### config.mk
export PLATFORM = sky130hd
export DESIGN_NAME = mux_scan_sel
export DESIGN_NICKNAME = d
export VERILOG_FILES = /design/src/rtl/mux_scan_sel_pkg.sv /design/src/rtl/mux_scan_sel_scan_ctr.sv /design/src/rtl/mux_scan_sel.sv
export SDC_FILE = /design/constraint.sdc
export NUM_CORES = 1
export LEC_CHECK = 0
export BUFFER_PORTS_ARGS = -buffer_cell sky130_fd_sc_hd__buf_2
export CAP_MARGIN = 30
export CORE_AREA = 5 5 48 50
export CTS_BUF_LIST = sky130_fd_sc_hd__clkbuf_2 sky130_fd_sc_hd__clkbuf_4 sky130_fd_sc_hd__clkbuf_8
export DETAILED_ROUTE_END_ITERATION = 16
export DIE_AREA = 0 0 53 55
export GPL_ROUTABILITY_DRIVEN = 0
export GPL_TIMING_DRIVEN = 0
export PLACE_DENSITY = 0.72
export SETUP_SLACK_MARGIN = 0.5
export SYNTH_ARGS = -nofsm -noshare
export SYNTH_HDL_FRONTEND = slang
export SYNTH_SLANG_ARGS = --single-unit
### constraint.sdc
create_clock -name clk -period 2.9 [get_ports clk]
set_input_delay 0.58 -clock clk [delete_from_list [all_inputs] [get_ports clk]]
set_output_delay 0.58 -clock clk [all_outputs]
set_load 0.01 [all_outputs]
### src/rtl/mux_scan_sel_pkg.sv
// Shared encodings and widths for the registered N-channel scan/manual selector.
package mux_scan_sel_pkg;

    localparam logic MODE_MANUAL = 1'b0;
    localparam logic MODE_SCAN   = 1'b1;

    localparam int unsigned CNT_W = 8;

    typedef enum logic [1:0] {
        ST_IDLE   = 2'd0,
        ST_MANUAL = 2'd1,
        ST_SCAN   = 2'd2
    } state_e;

endpackage

### src/rtl/mux_scan_sel_scan_ctr.sv
// Dwell counter and round-robin channel pointer; ch/wrap give the channel for the coming edge.
module scan_ctr
    import mux_scan_sel_pkg::*;
#(
    parameter int unsigned NCH   = 4,
    parameter int unsigned SELW  = 2,
    parameter int unsigned DWELL = 4
) (
    input  logic            clk,
    input  logic            rst_n,
    input  logic            run,
    input  logic            load,
    input  logic [SELW-1:0] load_val,
    output logic [SELW-1:0] ch,
    output logic            wrap
);

    localparam logic [SELW-1:0]  LAST_CH  = SELW'(NCH - 1);
    localparam logic [CNT_W-1:0] LAST_CNT = CNT_W'(DWELL - 1);

    logic [CNT_W-1:0] cnt_q, cnt_d;
    logic [SELW-1:0]  ch_q, ch_d;
    logic             fresh_q, fresh_d;
    logic             adv;

    // fresh_q marks a pointer that has not yet been emitted, so its first scan edge starts a full dwell
    always_comb begin
        adv     = run && !fresh_q && (cnt_q == LAST_CNT);
        ch      = ch_q;
        wrap    = 1'b0;
        cnt_d   = cnt_q;
        ch_d    = ch_q;
        fresh_d = fresh_q;
        if (adv) begin
            wrap = (ch_q == LAST_CH);
            ch   = (ch_q == LAST_CH) ? '0 : ch_q + SELW'(1);
        end
        if (load) begin
            cnt_d   = '0;
            ch_d    = load_val;
            fresh_d = 1'b1;
        end else if (run) begin
            fresh_d = 1'b0;
            ch_d    = ch;
            cnt_d   = (fresh_q || adv) ? '0 : cnt_q + CNT_W'(1);
        end
    end

    always_ff @(posedge clk or negedge rst_n) begin
        if (!rst_n) begin
            cnt_q   <= '0;
            ch_q    <= '0;
            fresh_q <= 1'b1;
        end else begin
            cnt_q   <= cnt_d;
            ch_q    <= ch_d;
            fresh_q <= fresh_d;
        end
    end

endmodule

### src/rtl/mux_scan_sel.sv
// Registered N-channel selector: manual select or round-robin dwell scan, with channel tag.
module mux_scan_sel
    import mux_scan_sel_pkg::*;
#(
    parameter int unsigned WIDTH = 1,
    parameter int unsigned NCH   = 4,
    parameter int unsigned SELW  = 2,
    parameter int unsigned DWELL = 4
) (
    input  logic                 clk,
    input  logic                 rst_n,
    input  logic [NCH*WIDTH-1:0] din,
    input  logic                 en,
    input  logic                 mode,
    input  logic [SELW-1:0]      sel_in,
    output logic [WIDTH-1:0]     y,
    output logic [SELW-1:0]      ch_out,
    output logic                 y_valid,
    output logic                 sel_err,
    output logic                 scan_wrap
);

    localparam logic [SELW-1:0] LAST_CH = SELW'(NCH - 1);

    state_e           state_q, state_d;
    logic             sel_ok;
    logic [SELW-1:0]  load_val;
    logic             run_c, load_c;
    logic [SELW-1:0]  scan_ch;
    logic             scan_wrap_c;
    logic [SELW-1:0]  next_ch;
    logic [WIDTH-1:0] mux_y;

    logic [WIDTH-1:0] y_q, y_d;
    logic [SELW-1:0]  ch_q, ch_d;
    logic             valid_q, valid_d;
    logic             err_q, err_d;
    logic             wrap_q, wrap_d;

    // Out-of-range selects only exist when the select space exceeds the channel count
    if (NCH < (32'd1 << SELW)) begin : g_sel_chk
        assign sel_ok = (sel_in <= LAST_CH);
    end else begin : g_sel_full
        assign sel_ok = 1'b1;
    end

    assign load_val = sel_ok ? sel_in : '0;

    always_comb begin
        state_d = ST_IDLE;
        if (en) begin
            state_d = (mode == MODE_SCAN) ? ST_SCAN : ST_MANUAL;
        end
    end

    assign run_c  = (state_d == ST_SCAN);
    assign load_c = (state_d == ST_MANUAL);

    scan_ctr #(
        .NCH   (NCH),
        .SELW  (SELW),
        .DWELL (DWELL)
    ) u_scan_ctr (
        .clk      (clk),
        .rst_n    (rst_n),
        .run      (run_c),
        .load     (load_c),
        .load_val (load_val),
        .ch       (scan_ch),
        .wrap     (scan_wrap_c)
    );

    always_comb begin
        next_ch = ch_q;
        mux_y   = '0;
        y_d     = y_q;
        ch_d    = ch_q;
        valid_d = 1'b0;
        err_d   = 1'b0;
        wrap_d  = 1'b0;
        case (state_d)
            ST_MANUAL: next_ch = sel_in;
            ST_SCAN:   next_ch = scan_ch;
            default:   next_ch = ch_q;
        endcase
        // Unmatched (out-of-range) index leaves mux_y at zero
        for (int unsigned k = 0; k < NCH; k++) begin
            if (next_ch == SELW'(k)) begin
                mux_y = din[k*WIDTH +: WIDTH];
            end
        end
        case (state_d)
            ST_MANUAL: begin
                y_d     = mux_y;
                ch_d    = sel_in;
                valid_d = sel_ok;
                err_d   = !sel_ok;
            end
            ST_SCAN: begin
                y_d     = mux_y;
                ch_d    = scan_ch;
                valid_d = 1'b1;
                wrap_d  = scan_wrap_c;
            end
            default: ;
        endcase
    end

    always_ff @(posedge clk or negedge rst_n) begin
        if (!rst_n) begin
            state_q <= ST_IDLE;
            y_q     <= '0;
            ch_q    <= '0;
            valid_q <= 1'b0;
            err_q   <= 1'b0;
            wrap_q  <= 1'b0;
        end else begin
            state_q <= state_d;
            y_q     <= y_d;
            ch_q    <= ch_d;
            valid_q <= valid_d;
            err_q   <= err_d;
            wrap_q  <= wrap_d;
        end
    end

    assign y         = y_q;
    assign ch_out    = ch_q;
    assign y_valid   = valid_q;
    assign sel_err   = err_q;
    assign scan_wrap = wrap_q;

endmodule

==> results of run 1 <==
-- worst max-delay path: stages (launching register included) --
cell and delay (ps):
dfrtp_1 360, ha_2 190, or4b_4 460, buf_6 130
or4_4 480, a31oi_4 190, mux4_2 510, mux2_4 270
-- sequential cells by signal, summed over array words and instances (netlist names) --
signal and flops:
ch_out 2, u_scan_ctr.cnt_q 8, u_scan_ctr.fresh_q 1, u_scan_ctr.ch_q 2, scan_wrap 1, y_valid 1
y 1
-- area by class of cell --
cell class              instances  area, µm²  area share (%)
plain buffers                   6       33.8            3.19
clock buffers                   4       36.3            3.43
inverters                       8       30.0            2.84
multi-input cells              58        405            38.3
flip-flops and latches         16        402            37.9
well taps                      27       33.8            3.19
repair buffers                 20        118            11.1
-- what timing repair did --
item,CTS,global route
endpoints found under the setup margin,1,5
resized for setup,4,0
setup buffers,5,2
gates cloned,0,0
pin swaps,2,3
hold buffers,0,0
-- logic make-up after synthesis --
group | count (synthesis)
adders and majority gates | 2
buffers and inverters | 14
and+or+nand+nor | 27
muxes | 3
other | 1
DFF | 16
xor gates and xnor gates | 2
AOI/OAI and AO/OA | 23
-- worst min path at each step --
stage          start         to  cells past startpoint
2_1_floorplan  rst_n  ch_out[0]                      0
3_5_place_dp       y          y                      1
5_1_grt        rst_n  ch_out[0]                      1
4_1_cts        rst_n  ch_out[0]                      1
3_3_place_gp       y          y                      1
6_report       rst_n  ch_out[0]                      1
-- layer usage --
metal / vias to the layer above / wire length (µm) / GRT usage (%)
li1: 361 / - / -
met1: 345 / 769 / 16.2
met2: 17 / 875 / 24.8
met3: 4 / 118 / 2.68
met4: 0 / 40 / 7.66
met5: - / 0 / 0
-- power breakdown --
part / leakage (µW) / total [µW] / switching, µW / internal (µW)
Clock: 0.0000210 / 144 / 67.2 / 76.4
Combinational: 0.000261 / 86.8 / 44.3 / 42.5
Sequential: 0.000205 / 247 / 9.23 / 238
Total: 0.000488 / 478 / 121 / 357
-- through the flow --
step                setup WS (ps)  util [%]  cell area [µm²]
floorplan                     217         -              857
global placement              135      51.3              956
detailed placement            127      51.3              956
CTS                           203      56.0             1040
global route                  133      56.9             1060
finish                        211      56.9             1060
-- synthesized netlist by cell type (2+ instances only) --
cell	number	area share (%)
xnor2_1	2	2.1
inv_1	8	3.6
o22ai_1	3	2.2
ha_1	2	3.0
clkbuf_1	4	1.8
and3_1	3	2.2
nand3_1	2	1.2
nand2_1	10	4.4
o21ai_0	10	5.9
dfrtp_1	15	44
o32ai_1	2	2.1
nor2_1	5	2.2
==> reports/results.ini, run 1 <==
[outcome]
status = finished clean

[timing]
finalSetupViolCount = 0
post-route-period-util_pct = 92.7
post-route-min-period_ps = 2690
final.setup.tns_ps = 0
grt_setup_unrepaired = yes
fmaxAchievable_mhz = 372
clock_skew_ps = 6.60
holdWs_ps = 192
drv_slew = 0
hold_viol_final = 0

[clocking]
cts_root_buf = clkbuf_4
path_clk_slew_ps = 90
clkLatencyLatePin_ps = 280
h-tree-depth = 1
numCtsBuffers = 3
ctsLongestPathBuffers = 2
cts_tree = done
clkSinkCount = 16

[floorplanning]
io_pins = 16
initial_core_util_pct = 45.4
die_w_um = 53
core_um2 = 1860
num_rows = 16
die_area_um2 = 2920
die_height_um = 55

[yosys]
synth.cell_area_um2 = 846
synth-edff-count = 0
yosys_warnings = 0
synth_compound_area_share_pct = 18.6
synth-xor-area-share_pct = 2.07
avgSynthCellArea_um2 = 9.61
muxShareOfSynthArea_pct = 5.18
synth-simple-area-share_pct = 16.4
synth_top_family_by_area = compound AO/OA/AOI/OAI gates
synth_ff_type = dfrtp_1
ys_seq_area_share_pct = 47.5
synth_cell_types = 34
syn-num-nets = 100
ys_ff_latch = 16
synth-async-reset-ratio_pct = 100
synth_cells = 88
synth_adder_area_share_pct = 2.96

[run]
cap_viol_max_count = 0

[drt]
vias = 727
firstDrtPassIters = 4
ant_nets = 0
wl_per_cell_um = 13.0
drt_iter0_drc = 11
routed_via_density = 5.23
drc_errors = 0
drt-total-wl_um = 1800

[global_route]
grt_max_degree = 17
grt_pass1_wl_um = 2910
track_usage_pct = 14.1
overflow = 0
grt_pass1_vias = 685
grt_antenna_before_repair = 0

[hold_path]
worst_hold_path_type = primary input to asynchronous set/reset pin

[layout]
final_layout_size_suffix_gt1_share_pct = 30.4
finalNonFillerCells = 139
n_antenna_cell = 0
final_cell_mix = dfrtp_1, buf_2, o21ai_0, nand2_1
final_nets = 125
final_common_cell = dfrtp_1
syn_to_final_growth_pct = 25.1
nFillCells = 172

[worst_setup_path]
rrSetupSlack_ps = 210
ff2ff_path_depth = 7
start_kind = register
path_max_fanout = 2
worst_ep_required_time_ps = 3080
end_kind = register
crit_end = y
rr_endpoint = y
crit_type = register to register
worstPathArrival_ps = 2870
rr_startpoint = u_scan_ctr.cnt_q[1]
startpoint = u_scan_ctr.cnt_q[1]

[pwr]
power_density_nw_per_um2 = 451
vdd_drop_max_mv = 0.294
p_leak_uw = 0.000488
power.total_uw = 478

[placed_design]
dp_hpwl_um = 1240
io_buffers = 13
dp.cells = 128

Note: power is estimated with default switching activity, not from simulation.
==> run 2: changes to the inputs <==
RECOVER_POWER = 25   (was default)
==> run 2 against run 1 <==
Wire length fell by 0.50%; register-to-register slack about the same; critical path type unchanged; combinational power about the same; clock skew about the same; cell area is 0.12% lower; highest routed layer unchanged; die area did not move.
==> reports/results.ini, run 2 (same netlist as run 1, synthesis figures left out) <==
[drt]
drt_iter0_drc = 11
vias = 728
drc_errors = 0
firstDrtPassIters = 4
routed_via_density = 5.24
wl_per_cell_um = 12.9
ant_nets = 0
drt-total-wl_um = 1790

[clocking]
cts_root_buf = clkbuf_4
h-tree-depth = 1
path_clk_slew_ps = 90
cts_tree = done
clkSinkCount = 16
clkLatencyLatePin_ps = 280
numCtsBuffers = 3
ctsLongestPathBuffers = 2

[global_route]
track_usage_pct = 14.1
grt_pass1_vias = 685
grt_antenna_before_repair = 0
grt_max_degree = 17
grt_pass1_wl_um = 2910
overflow = 0

[outcome]
status = finished clean

[timing]
holdWs_ps = 373
hold_viol_final = 0
final.setup.tns_ps = 0
fmaxAchievable_mhz = 372
worstMarginPinSlew_ps = 861
post-route-min-period_ps = 2690
relSlewSlack_pct = 42.6
setup_ws_ps = 211
finalSetupViolCount = 0
drv_slew = 0
post-route-period-util_pct = 92.7
clock_skew_ps = 6.94
grt_setup_unrepaired = yes

[worst_setup_path]
max_stage_delay_ps = 510
end_kind = register
startpoint = u_scan_ctr.cnt_q[1]
path_delay_family = simple AND/OR/NAND/NOR gates
slowest_stage = mux4_2
cp_num_buf_inv = 1
start_kind = register
path_cells = ha_2 -> or4b_4 -> buf_6 -> or4_4 -> a31oi_4 -> mux4_2 -> mux2_4
rr_startpoint = u_scan_ctr.cnt_q[1]
worst_ep_required_time_ps = 3080
path_max_fanout = 2
crit_type = register to register
worstPathArrival_ps = 2870

[layout]
top_register = u_scan_ctr.cnt_q
multi_input_area_um2 = 405
final_cell_mix = dfrtp_1, buf_2, o21ai_0, nand2_1
final_layout_size_suffix_gt1_share_pct = 29.5
final_common_cell = dfrtp_1
finalNonFillerCells = 139
seqCellArea_um2 = 402
syn_to_final_growth_pct = 25.0
largest_register_ffs = 8
nFillCells = 173
final_nets = 125
n_antenna_cell = 0

[pwr]
switching_share_pct = 25.3
p_seq_share_pct = 51.8
p_comb_share_pct = 18.1
power.total_uw = 478
p_sw_uw = 121
power_density_nw_per_um2 = 452
vdd_drop_max_mv = 0.294
intPower_uw = 357
clkPwrFrac_pct = 30.1
p_leak_uw = 0.000485

[floorplanning]
die_area_um2 = 2920
die_height_um = 55
io_pins = 16
initial_core_util_pct = 45.4
num_rows = 16
die_w_um = 53
core_um2 = 1860

[placed_design]
dp.cells = 128
post-place-ws_ps = 127
dp_hpwl_um = 1240
io_buffers = 13

[run]
cap_viol_max_count = 0

[hold_path]
worst_hold_path_type = primary input to asynchronous set/reset pin

## run 2: cell count changes in the layout (fill, tap and decap cells not counted), sizes merged
cell    change
buf         -1
clkbuf      +1
## run 2: metal layers
metal | part of all wire [%] | up-vias | track usage [%] | wire length, µm
li1 | - | 361 | - | -
met1 | 43 | 346 | 16.2 | 766
met2 | 49 | 17 | 24.8 | 872
met3 | 6.4 | 4 | 2.68 | 115
met4 | 2.2 | 0 | 7.66 | 40
met5 | 0 | - | 0 | 0
## run 2: final timing paths
path,endpoint,slack (ps),cells after the start
setup / recovery,y,210,7
hold / removal,ch_out[0],370,1
setup reg to reg,y,210,7
hold reg to reg,u_scan_ctr.cnt_q[7],500,1
max in group asynchronous,u_scan_ctr.cnt_q[2],1990,1
min in group clk,u_scan_ctr.cnt_q[7],500,1
## run 2: power groups by stage
stage | Sequential [µW] | Combinational, µW | Clock, µW
final | 247 | 86.6 | 144
after global routing | 249 | 96.4 | 160
after CTS | 247 | 84.4 | 150
after detailed placement | 252 | 76.4 | 0
after global placement | 252 | 75.3 | 0
after floorplan | 255 | 46.0 | 0
## run 2: timing repair
item,CTS,global route
pin swaps,2,3
hold buffers,0,0
setup endpoints to repair,1,5
gates resized for setup,4,0
setup buffers,5,2
## run 2: worst reg2reg max path, cell delays in order (launching register included)
cell,delay (ps)
dfrtp_1,360
ha_2,190
or4b_4,460
buf_6,130
or4_4,480
a31oi_4,190
mux4_2,510
mux2_4,270
## run 2: per-stage QoR
| step | cell area (µm²) | util [%] |
|---|---|---|
| floorplan | 857 | - |
| global placement | 956 | 51.3 |
| detailed placement | 956 | 51.3 |
| CTS | 1040 | 56.0 |
| global route | 1060 | 56.8 |
| finish | 1060 | 56.8 |
## run 2: layout make-up
class	instances	share of cell area (%)
clock buffer	4	3.43
inverter	8	2.84
tap	27	3.20
sequential	16	38.0
multi-input combinational	58	38.3
buffer	6	3.20
timing repair buffer	20	11.0
